===== src/rtl/sparecell_tie_monitor.sv =====
// Watches the tie-low outputs of spare-cell macros: any bit seen high after the
// post-enable settle window raises a fault and is logged in sticky flags and an event counter.
module sparecell_tie_monitor #(
  parameter int NUM_SPARE     = 4,
  parameter int SETTLE_CYCLES = 16
) (
  input  logic                 clock,
  input  logic                 resetn,
  input  logic [NUM_SPARE-1:0] spare_lo,
  input  logic                 enable,
  input  logic                 clear,
  input  logic                 rd_req,
  input  logic [1:0]           rd_sel,
  output logic [7:0]           rd_data,
  output logic                 rd_ack,
  output logic                 armed,
  output logic                 fault_irq
);

  typedef enum logic [1:0] {
    IDLE   = 2'd0,
    SETTLE = 2'd1,
    ARMED  = 2'd2,
    FAULT  = 2'd3
  } state_e;

  localparam logic [7:0] SETTLE_LAST = 8'(SETTLE_CYCLES - 1);

  state_e               state_q, state_d;
  logic [NUM_SPARE-1:0] meta_q, sync_lo_q;
  logic [NUM_SPARE-1:0] sticky_q, sticky_d;
  logic [7:0]           settle_q, settle_d;
  logic [7:0]           count_q, count_d;
  logic                 fault_prev_q;
  logic                 any_fault, fault_rise, monitoring;
  logic                 rd_pend_q;
  logic [1:0]           rd_sel_q;
  logic [7:0]           rd_data_q, rd_data_d;
  logic                 rd_ack_q;

  assign any_fault  = |sync_lo_q;
  assign fault_rise = any_fault & ~fault_prev_q;
  assign monitoring = (state_q == ARMED) || (state_q == FAULT);

  assign armed     = monitoring;
  assign fault_irq = (state_q == FAULT);
  assign rd_data   = rd_data_q;
  assign rd_ack    = rd_ack_q;

  // NOTE: every flop below uses <= so all registers update from pre-edge values;
  // a blocking = here would let later statements see half-updated state.
  always_ff @(posedge clock or negedge resetn) begin
    if (!resetn) begin
      meta_q       <= '0;
      sync_lo_q    <= '0;
      fault_prev_q <= 1'b0;
    end else begin
      meta_q       <= spare_lo;
      sync_lo_q    <= meta_q;
      fault_prev_q <= any_fault;
    end
  end

  // NOTE: each always_comb assigns all of its outputs first, so no path can
  // leave a signal unassigned and infer a latch.
  always_comb begin
    state_d  = state_q;
    settle_d = settle_q;
    if (!enable) begin
      state_d = IDLE;
    end else begin
      case (state_q)
        IDLE: begin
          state_d  = SETTLE;
          settle_d = '0;
        end
        SETTLE: begin
          if (settle_q == SETTLE_LAST) state_d = ARMED;
          else                         settle_d = settle_q + 8'd1;
        end
        ARMED: if (any_fault) state_d = FAULT;
        FAULT: if (clear && !any_fault) state_d = ARMED;
        default: state_d = IDLE;
      endcase
    end
  end

  // Clear is applied first so a coincident fault sample or edge still lands.
  always_comb begin
    sticky_d = clear ? '0 : sticky_q;
    count_d  = clear ? '0 : count_q;
    if (monitoring) begin
      sticky_d = sticky_d | sync_lo_q;
      if (fault_rise && (count_d != 8'hFF)) count_d = count_d + 8'd1;
    end
  end

  always_comb begin
    rd_data_d = rd_data_q;
    if (rd_pend_q) begin
      case (rd_sel_q)
        2'd0: rd_data_d = 8'(sticky_q);
        2'd1: rd_data_d = count_q;
        2'd2: rd_data_d = {6'b0, state_q};
        2'd3: rd_data_d = 8'(sync_lo_q);
      endcase
    end
  end

  always_ff @(posedge clock or negedge resetn) begin
    if (!resetn) begin
      state_q   <= IDLE;
      settle_q  <= '0;
      sticky_q  <= '0;
      count_q   <= '0;
      rd_pend_q <= 1'b0;
      rd_sel_q  <= '0;
      rd_data_q <= '0;
      rd_ack_q  <= 1'b0;
    end else begin
      state_q   <= state_d;
      settle_q  <= settle_d;
      sticky_q  <= sticky_d;
      count_q   <= count_d;
      rd_pend_q <= rd_req;
      rd_sel_q  <= rd_sel;
      rd_data_q <= rd_data_d;
      rd_ack_q  <= rd_pend_q;
    end
  end

endmodule


===== config.mk =====
export PLATFORM = sky130hd
export DESIGN_NAME = sparecell_tie_monitor
export DESIGN_NICKNAME = d
export VERILOG_FILES = /design/src/rtl/sparecell_tie_monitor.sv
export SDC_FILE = /design/constraint.sdc
export NUM_CORES = 1
export LEC_CHECK = 0
export CORE_MARGIN = 1.5
export CORE_UTILIZATION = 51
export DETAILED_ROUTE_END_ITERATION = 6
export HOLD_SLACK_MARGIN = 0.06
export PLACE_DENSITY = 0.74
export SYNTH_ARGS = -nofsm -noshare
export SYNTH_HDL_FRONTEND = slang
export SYNTH_SLANG_ARGS = --single-unit

===== constraint.sdc =====
create_clock -name clock -period 3.6 [get_ports clock]
set_clock_uncertainty 0.1 [all_clocks]
set_input_delay 1.08 -clock clock [delete_from_list [all_inputs] [get_ports clock]]
set_output_delay 1.08 -clock clock [all_outputs]
set_load 0.02 [all_outputs]

==> run_results.csv <==
group,metric,value,unit
run_status,status,"complete, no violations",
clock_network,clockBufferDepth,2,
clock_network,cts_made_buffers,5,
timing,setup_viol,0,
setup_path,path_max_fanout,12,
setup_path,r2r_slack,1790,ps
setup_path,rr_worst_depth,5,
min_path,hold_depth,0,
finish,nets,200,
setup_path,max_stage_delay,610,ps
floorplanning,die_w,63.8,um
clock_network,post-cts-setup-buffers,0,
synthesis,netlist_area,1880,um2
timing,slew_violations,0,
synthesis,synth.area.top_cells,"dfrtp_1 (57%), a22o_1 (3.3%), nand2_1 (2.6%), nor2_1 (2.6%), mux4_2 (2.4%)",
route,detail-route-antenna-nets,0,
finish,n_fill_cell,272,
grt,grt_pass1_wl,6.19,mm
synthesis,seq_area_frac_synth,0.571,
setup_path,start_kind,"flop",
timing,rsz0062_at_grt,"false",
floorplanning,floorplan.initialDensity,0.547,
placed_design,hpwl,2.50,mm
synthesis,syn_nets,179,
timing,min_period,2960,ps
route,routedWlPerCell,15.0,um
timing,maxClockFrequency,0.338,GHz
job,cap_viol_max_count,0,
synthesis,yosys_warnings,0,
timing,maxSlewHeadroom,0.393,
clock_network,clkSinkCount,43,
setup_path,worstSetupPathType,"flop to output port",
clock_network,insertion_delay,290,ps
synthesis,yosys_most_used_dff,"dfrtp_1",
setup_path,critPathRequiredTime,2420,ps
pwr,finalPower,0.000880,W
finish,diodes,0,
grt,grt_max_degree,44,
synthesis,async_flop_share,1.00,
setup_path,crit_chain,"inv_1, nor2_1, clkdlybuf4s50_1",
grt,antenna_found_initial,0,
synthesis,post-synth-top-area-fraction,0.571,
timing,hold_viol_final,0,
floorplanning,rows,21,
clock_network,cts_hold_buf,0,
synthesis,synth_edf_count,0,
route,avgViaCountPerCell,5.54,
min_path,hold_path_startpoint,"meta_q[2]",
setup_path,critPathSlowestCell,"clkdlybuf4s50_1",
setup_path,r2r-end,"settle_q[3]",
placed_design,port_buffers,21,
placed_design,dpl.cell_count,227,
clock_network,cts_tree,"done",
route,drc,0,
synthesis,synth.avg_cell_area,11.3,um2
timing,tns,0,ps
clock_network,cts_htree_levels,2,
synthesis,synth_common_cells,"dfrtp_1 (43), nand2_1 (13), nor2_1 (13)",
clock_network,cts_root_buffer,"clkbuf_8",
clock_network,post_cts_resized,0,
grt,grt_pass1_vias,1285,
synthesis,ys_types,42,
timing,period_share,0.822,
placed_design,gp_congestion,0.797,
route,vias,1303,
finish,layout.cells.non_filler,235,
synthesis,ys_ff_latch,43,
synthesis,synth.most_common_cell,"dfrtp_1",
pwr,p_leak,0.915,nW
pwr,vdd_drop_max,0.322,mV
synthesis,syn_inst,167,
floorplanning,die_area,4070,um2
grt,grt.total_usage,0.201,
setup_path,crit_arrival,1780,ps
setup_path,end_kind,"output port",
route,wirelength,3.52,mm
synthesis,synth_area_leader_cell,"dfrtp_1",
grt,gr-total-overflow,0,
finish,utilization,0.639,
min_path,hold_path_class,"flop to flop",
route,drtPass1Iterations,4,
min_path,holdPathEnd,"sync_lo_q[2]",
floorplanning,core_area,3440,um2
route,drt_iter0_drc,74,
setup_path,r2r_start,"settle_q[0]",
finish,drive_gt1_frac,0.127,
finish,area_delta_synth_final,16.7,%
floorplanning,io_pins,22,
clock_network,worst_setup_hold_path_clk_slew,80,ps
timing,tightest_slew,911,ps
pwr,power_density,400,nW/um2
floorplanning,die_h,63.8,um
==> kinds of logic (layout without fill, tap and decap cells) <==
family	Yosys count	after routing	share of synthesized area
DFF	43	43	0.571
adders and majority gates	1	1	0.00664
muxes	8	8	0.0578
and+or+nand+nor	55	55	0.170
xor gates and xnor gates	2	2	0.00930
AOI/OAI and AO/OA	40	40	0.143
buffers and inverters	18	40	0.0418
==> layer usage <==
layer  track usage  up-vias  wire length, um
met4        0.0897        0               72
met1         0.266      628             1540
li1              -      634                -
met3        0.0423        5              124
met2         0.320       36             1780
met5             0        -                0
==> metrics by stage <==
step / hold WS [ps] / cell area (um2) / setup slack, ps
global route: 264 / 2200 / 554
floorplan: 231 / 1880 / 1430
finish: 255 / 2200 / 642
detailed placement: 240 / 2110 / 808
global placement: 232 / 2110 / 890
CTS: 259 / 2200 / 626
==> registers in the layout, summed over array words and instances, names as in the netlist <==
signal / count
rd_sel_q: 2
fault_prev_q: 1
rd_pend_q: 1
rd_data: 8
sync_lo_q: 4
rd_ack: 1
settle_q: 8
meta_q: 4
state_q: 2
count_q: 8
sticky_q: 4
==> worst max-delay path, delay by kind of cell (launching register included) <==
| family | cells | cell delay, ps |
|---|---|---|
| DFF | 1 | 570 |
| and+or+nand+nor | 1 | 140 |
| buffers and inverters | 2 | 780 |
==> power by group <==
group	switching [W]	total, W	leakage [nW]	internal, W
clock	0.000164	0.000299	0.0402	0.000135
combinational	0.0000323	0.0000620	0.316	0.0000297
sequential	0.0000202	0.000519	0.558	0.000499
total	0.000217	0.000880	0.915	0.000663
==> worst max-delay path by stage <==
stage                    start    endpoint  slack (ps)
finish              state_q[0]   fault_irq         640
global route        state_q[0]   fault_irq         550
CTS                 state_q[0]   fault_irq         630
detailed placement       clear  count_q[1]         810
global placement         clear  count_q[1]         890
floorplan                clear  count_q[1]        1430
==> cells in the final DEF (no fill, tap or decap), types with 2 or more instances in the layout <==
cell type and count:
a31oi_1 5, nor2b_1 4, o21ai_0 4, mux2i_1 3, o31ai_1 2, mux2_2 2
clkinvlp_4 2, nor2_1 13, a21oi_1 7, o21ai_1 4, or4_1 2, clkdlybuf4s50_1 20
xnor2_1 2, nor3b_2 2, o22ai_1 4, mux4_2 2, clkbuf_8 5, nand3_1 8
nand2_1 13, dfrtp_1 43, a22o_1 7, inv_2 3, o311ai_1 2, nand4_1 2
inv_1 8, a41oi_1 2
==> area by class of cell <==
type	count	area, um2	area share
Sequential cell	43	1080	0.489
Timing Repair Buffer	21	205	0.0933
Clock inverter	3	20.0	0.00911
Clock buffer	5	68.8	0.0313
Tap cell	46	57.6	0.0262
Multi-Input combinational cell	106	729	0.332
Inverter	11	41.3	0.0188
Power figures use the tool's default switching activity.
